$ cat config.mk
export PLATFORM = sky130hd
export DESIGN_NAME = button_conditioner_flat
export DESIGN_NICKNAME = d
export VERILOG_FILES = /design/src/rtl/button_conditioner_if.sv /design/src/rtl/button_conditioner.sv /design/src/flat_wrapper.sv
export SDC_FILE = /design/constraint.sdc
export NUM_CORES = 1
export LEC_CHECK = 0
export BUFFER_PORTS_ARGS = -buffer_cell sky130_fd_sc_hd__buf_4
export CAP_MARGIN = 25
export CORE_MARGIN = 2
export CORE_UTILIZATION = 40
export DETAILED_ROUTE_END_ITERATION = 12
export GPL_TIMING_DRIVEN = 1
export PLACE_DENSITY = 0.59
export SLEW_MARGIN = 20
export SYNTH_ARGS = -nofsm -noshare
export SYNTH_HDL_FRONTEND = slang
export SYNTH_SLANG_ARGS = --single-unit
$ cat constraint.sdc
create_clock -name clk -period 1.91 [get_ports clk]
set_input_delay 0.382 -clock clk [delete_from_list [all_inputs] [get_ports clk]]
set_output_delay 0.382 -clock clk [all_outputs]
set_load 0.01 [all_outputs]
$ cat src/rtl/button_conditioner_if.sv
// Signal bundle for the button conditioner.
// The master side drives the raw button level and receives the conditioned outputs.
// The slave side is the conditioner itself.
interface button_conditioner_if;
    logic btn_in;
    logic level;
    logic rise;
    logic fall;
    logic toggle;
    logic busy;

    modport master (
        output btn_in,
        input  level,
        input  rise,
        input  fall,
        input  toggle,
        input  busy
    );

    modport slave (
        input  btn_in,
        output level,
        output rise,
        output fall,
        output toggle,
        output busy
    );
endinterface

$ cat src/rtl/button_conditioner.sv
// Button conditioner: synchronizer -> debounce FSM -> edge/toggle generator.
// A raw asynchronous button level becomes clean, clock-aligned level/rise/toggle
// signals that can drive a downstream flop's d/en pins directly.
// Optional feature macro: BUTTON_CONDITIONER_FALL_EN. When it is defined, the fall
// port carries a one-cycle pulse on every accepted 1->0 transition. When it is not
// defined, fall is tied to 0 and no register backs it.
module button_conditioner #(
    parameter int SYNC_STAGES   = 2,
    parameter int STABLE_CYCLES = 16
) (
    input  logic                 clk,
    input  logic                 rst,
    button_conditioner_if.slave  bus
);

    localparam int CW = $clog2(STABLE_CYCLES + 1);
    localparam logic [CW-1:0] CNT_ZERO = '0;
    localparam logic [CW-1:0] CNT_ONE  = CW'(1);
    localparam logic [CW-1:0] CNT_LAST = CW'(STABLE_CYCLES - 1);

    typedef enum logic [1:0] {
        IDLE_LOW  = 2'd0,
        WAIT_HIGH = 2'd1,
        IDLE_HIGH = 2'd2,
        WAIT_LOW  = 2'd3
    } state_t;

    logic [SYNC_STAGES-1:0] sync;
    logic                   s;
    state_t                 state;
    state_t                 state_next;
    logic [CW-1:0]          cnt;
    logic [CW-1:0]          cnt_next;
    logic                   level_d;
    logic                   busy_d;
    logic                   level_q;
    logic                   busy_q;
    logic                   rise_q;
    logic                   toggle_q;
    logic                   level_up;

    // Synchronizer chain. This is the only place that sees the raw btn_in.
    always_ff @(posedge clk or negedge rst) begin
        if (!rst) begin
            sync <= '0;
        end else begin
            sync <= {sync[SYNC_STAGES-2:0], bus.btn_in};
        end
    end

    assign s = sync[SYNC_STAGES-1];

    // State register with the stability counter.
    // A reset in the middle of qualification throws away the partial count.
    always_ff @(posedge clk or negedge rst) begin
        if (!rst) begin
            state <= IDLE_LOW;
            cnt   <= CNT_ZERO;
        end else begin
            state <= state_next;
            cnt   <= cnt_next;
        end
    end

    // Next-state logic. Entering a WAIT state counts the current sample as the
    // first stable one. Any contrary sample sends the FSM back to its idle state.
    always_comb begin
        state_next = state;
        cnt_next   = cnt;
        unique case (state)
            IDLE_LOW: begin
                if (s) begin
                    state_next = WAIT_HIGH;
                    cnt_next   = CNT_ONE;
                end
            end
            WAIT_HIGH: begin
                if (!s) begin
                    state_next = IDLE_LOW;
                    cnt_next   = CNT_ZERO;
                end else if (cnt == CNT_LAST) begin
                    state_next = IDLE_HIGH;
                    cnt_next   = CNT_ZERO;
                end else begin
                    cnt_next = cnt + CNT_ONE;
                end
            end
            IDLE_HIGH: begin
                if (!s) begin
                    state_next = WAIT_LOW;
                    cnt_next   = CNT_ONE;
                end
            end
            WAIT_LOW: begin
                if (s) begin
                    state_next = IDLE_HIGH;
                    cnt_next   = CNT_ZERO;
                end else if (cnt == CNT_LAST) begin
                    state_next = IDLE_LOW;
                    cnt_next   = CNT_ZERO;
                end else begin
                    cnt_next = cnt + CNT_ONE;
                end
            end
            default: begin
                state_next = IDLE_LOW;
                cnt_next   = CNT_ZERO;
            end
        endcase
    end

    // State-decoded level and busy. The WAIT states keep the previously accepted level.
    always_comb begin
        level_d = 1'b0;
        busy_d  = 1'b0;
        unique case (state)
            IDLE_LOW:  begin level_d = 1'b0; busy_d = 1'b0; end
            WAIT_HIGH: begin level_d = 1'b0; busy_d = 1'b1; end
            IDLE_HIGH: begin level_d = 1'b1; busy_d = 1'b0; end
            WAIT_LOW:  begin level_d = 1'b1; busy_d = 1'b1; end
            default:   begin level_d = 1'b0; busy_d = 1'b0; end
        endcase
    end

    // level_d can only go 0->1 when WAIT_HIGH is accepted into IDLE_HIGH.
    assign level_up = level_d & ~level_q;

    // Registered outputs. The rise pulse and the toggle flip land in the same
    // cycle that level first shows the new value.
    always_ff @(posedge clk or negedge rst) begin
        if (!rst) begin
            level_q  <= 1'b0;
            busy_q   <= 1'b0;
            rise_q   <= 1'b0;
            toggle_q <= 1'b0;
        end else begin
            level_q  <= level_d;
            busy_q   <= busy_d;
            rise_q   <= level_up;
            toggle_q <= toggle_q ^ level_up;
        end
    end

`ifdef BUTTON_CONDITIONER_FALL_EN
    logic fall_q;

    // Fall pulse, aligned with level dropping after WAIT_LOW is accepted.
    always_ff @(posedge clk or negedge rst) begin
        if (!rst) begin
            fall_q <= 1'b0;
        end else begin
            fall_q <= ~level_d & level_q;
        end
    end

    assign bus.fall = fall_q;
`else
    assign bus.fall = 1'b0;
`endif

    assign bus.level  = level_q;
    assign bus.busy   = busy_q;
    assign bus.rise   = rise_q;
    assign bus.toggle = toggle_q;

endmodule

$ cat src/flat_wrapper.sv
// flat-port wrapper written by rule: the top's interface ports become plain ports
module button_conditioner_flat 
#(
    parameter int SYNC_STAGES   = 2,
    parameter int STABLE_CYCLES = 16
)
  (clk, rst, bus_btn_in, bus_level, bus_rise, bus_fall, bus_toggle, bus_busy);
  button_conditioner_if bus_i ();
  input  logic clk;
  input  logic rst;
  input wire logic [$bits(bus_i.btn_in)-1:0] bus_btn_in;
  output wire logic [$bits(bus_i.level)-1:0] bus_level;
  output wire logic [$bits(bus_i.rise)-1:0] bus_rise;
  output wire logic [$bits(bus_i.fall)-1:0] bus_fall;
  output wire logic [$bits(bus_i.toggle)-1:0] bus_toggle;
  output wire logic [$bits(bus_i.busy)-1:0] bus_busy;
  assign bus_i.btn_in = bus_btn_in;
  assign bus_level = bus_i.level;
  assign bus_rise = bus_i.rise;
  assign bus_fall = bus_i.fall;
  assign bus_toggle = bus_i.toggle;
  assign bus_busy = bus_i.busy;
  button_conditioner #(.SYNC_STAGES(SYNC_STAGES), .STABLE_CYCLES(STABLE_CYCLES)) u_core (.clk(clk), .rst(rst), .bus(bus_i));
endmodule
==> summary.txt <==
Status
  • Status: finished, final reports clean

Global routing
  • Grt ovf: 0
  • Largest net degree at the start of global routing: 14
  • Number of global-route vias before repair: 338
  • Total GRT Usage: 0.1373
  • Initial antenna violation count: 0
  • First-pass GRT wire length: 1386 µm

Finish
  • Multi-input logic area: 202.7 µm²
  • Reg area: 325.3 µm²
  • Filler instances: 126
  • Antenna Cells: 0
  • Layout area overhead: 14.41%
  • Nets: 59
  • Share of layout cells above drive strength 1: 0.2037

Power
  • Peak supply drop: 427.6 µV
  • PD cells: 786.9 mW/mm²
  • Lkg Pwr: 0.3010 nW
  • Register share of total power: 0.601
  • Combinational Power Share: 0.077
  • Clock Power Share: 0.322
  • Switch share: 0.2297
  • Total net switching power: 0.0001149 W
  • Internal power: 0.0003853 W

Timing
  • Final min period: 1.404 ns
  • Worst Skew: 0.001051 ns
  • F_max: 0.7120 GHz
  • Max-slew violation count: 0
  • TNS Setup: 0 ns
  • Fin Hold WS: 0.2145 ns
  • Worst slew pin tran: 0.5604 ns
  • Setup-failing EPs final: 0
  • Final hold violation count: 0
  • RSZ-0062 raised after global routing: no
  • Max_slew headroom: 0.6251
  • Fin crit share: 0.7353

Placement
  • GP Congestion: 0.8258
  • PortBufs: 6

Worst setup path
  • CP Launch Type: flip-flop
  • Critical path arrival: 1.56 ns
  • Critical path type: reg -> reg
  • Crit Path Max Fanout: 5
  • Worst setup EP type: flip-flop
  • Worst path required time: 2.07 ns

Run
  • Max Cap Viol: 0

Floorplanning
  • Rows: 13
  • Die Height: 41.27 µm
  • Boundary Pins: 8
  • Core Region: 0.001301 mm²
  • Die area: 0.001703 mm²
  • Die W: 41.27 µm
  • Initial core utilization: 0.4269

Clock network
  • Longest Clk Path Bufs: 2
  • Postcts setup bufs: 0
  • CTS Sinks: 13
  • TritonCTS buffer count: 3
  • CTS resizes: 0
  • CTS Hold Bufs: 1
  • Clk root buf: clkbuf_4
  • Clock Latency Late Sink: 0.27 ns
  • Clock slew at reported path FFs: 0.07 ns
  • CTS HTree Levels: 1
  • TritonCTS clock tree: done

Detailed routing
  • Drt wl/cell: 13.04 µm
  • Final WL: 900 µm
  • Pre-antenna DRT Iters: 4
  • Met3 WL: 50 µm
  • Routed vias: 375
  • Drc violations: 0
  • Number of vias per cell: 5.435
  • Violation count after the first detailed-route iteration: 6
  • Met2 routed WL: 450 µm
  • Routed Antenna Nets: 0
  • Highest layer used for signal routing: met4
  • Metal-1 WL: 384 µm

Synth
  • Gate Count Post-Synth: 47
  • Commonest register cell after synthesis: dfrtp_1
  • Area leader, netlist: dfrtp_1
  • Post-Syn Nets: 51
  • Synthesized area per cell: 11.82 µm²
  • EDFF count, synth: 0
  • Ys Warns: 0
  • Synth Register Bits: 13
  • Asr flop ratio synth: 1.000
  • Distinct cells, synth: 26
  • Largest cells by area after synthesis: dfrtp_1 (59%), nand4b_1 (3.2%), xor2_1 (3.2%)
  • Synth Cell Area: 555.5 µm²
  • Sequential area share after synthesis: 0.5856
  • Top cell type's share of synthesized area: 0.5856

Min path
  • HP Class: in -> reg
[layer usage]
metal | vias up | GRT usage
li1 | 178 | -
met1 | 181 | 0.1433
met2 | 14 | 0.2148
met3 | 2 | 0.08152
met4 | 0 | 0.07258
met5 | - | 0
[per-stage QoR]
stage	utilization	instance area [µm²]	setup WS [ns]	power (W)	cells
after floorplan	-	555.5	0.5927	0.0003274	47
after global placement	0.4606	599.3	0.5593	0.0003407	64
after detailed placement	0.4606	599.3	0.5308	0.0003429	64
after CTS	0.4885	635.6	0.5188	0.0005091	69
after global routing	0.4885	635.6	0.3972	0.0005308	69
final	0.4885	635.6	0.5056	0.0005002	69
[worst paths after layout]
check	start	endpoint	slack, ns	cells past startpoint
setup reg to reg	u_core.cnt[0]$_DFFE_PN0P_	flip-flop	0.51	4
min in group asynchronous	rst	u_core.cnt[3]$_DFFE_PN0P_	0.48	2
hold reg to reg	u_core.sync[0]$_DFF_PN0_	u_core.sync[1]$_DFF_PN0_	0.38	0
hold / removal	bus_btn_in	u_core.sync[0]$_DFF_PN0_	0.21	1
max in group asynchronous	rst	u_core.cnt[0]$_DFFE_PN0P_	1.27	2
setup / recovery	u_core.cnt[0]$_DFFE_PN0P_	flip-flop	0.51	4
[registers in the layout (all words and copies together) (netlist names), named ones only]
register	flops
u_core.bus.level	1
u_core.bus.toggle	1
u_core.bus.rise	1
u_core.bus.busy	1
u_core.state	1
u_core.sync	2
u_core.cnt	5
[placed cells by master, fill, tap and decap left out, types with 2 or more instances in the layout]
master | Yosys | routed
dfrtp_1 | 13 | 13
buf_4 | 1 | 6
nand2_1 | 3 | 3
clkbuf_4 | 0 | 3
xor2_1 | 2 | 2
inv_1 | 2 | 2
nand4b_1 | 2 | 2
nand3_1 | 2 | 2
nand4_1 | 2 | 2
o21a_1 | 2 | 2
[kinds of logic (layout without fill, tap and decap cells)]
| logic type | Yosys count | count (layout) | synth area share |
|---|---|---|---|
| AO/OA/AOI/OAI | 7 | 7 | 0.09908 |
| XOR/XNOR | 3 | 3 | 0.04731 |
| adder cells (fa/ha/maj) | 1 | 1 | 0.02252 |
| buffers and inverters | 6 | 13 | 0.04956 |
| flip-flops | 13 | 13 | 0.5856 |
| multiplexers | 1 | 1 | 0.02027 |
| other | 1 | 1 | 0.006750 |
| AND/OR/NAND/NOR | 15 | 15 | 0.1689 |
[cell type report]
type | instances | share of cell area
sequential | 13 | 0.5118
timing repair buffer | 7 | 0.08661
tap | 15 | 0.02953
inverter | 2 | 0.01181
clock buffer | 4 | 0.04134
multi-input combinational | 28 | 0.3189
[cell usage after synthesis (all sizes together), types with 2 or more instances]
| library cell | instances |
|---|---|
| nand2 | 3 |
| dfrtp | 13 |
| buf | 2 |
| inv | 2 |
| clkbuf | 2 |
| nand3 | 2 |
| nand4b | 2 |
| nand4 | 2 |
| o21a | 2 |
| xor2 | 2 |
[power by group through the flow]
stage / logic, W / registers (W) / clock network [W]
after floorplan: 0.0000265 / 0.000301 / 0
after global placement: 0.0000367 / 0.000304 / 0
after detailed placement: 0.0000379 / 0.000305 / 0
after CTS: 0.0000392 / 0.000300 / 0.000170
after global routing: 0.0000441 / 0.000301 / 0.000186
final: 0.0000384 / 0.000300 / 0.000161
[worst max-delay path, cell delays in order (launching register included)]
cell     delay (ns)
dfrtp_1        0.41
ha_1           0.26
and4b_1        0.22
nand2_1        0.08
mux2_2         0.33
Note: power is estimated with default switching activity, not from simulation.
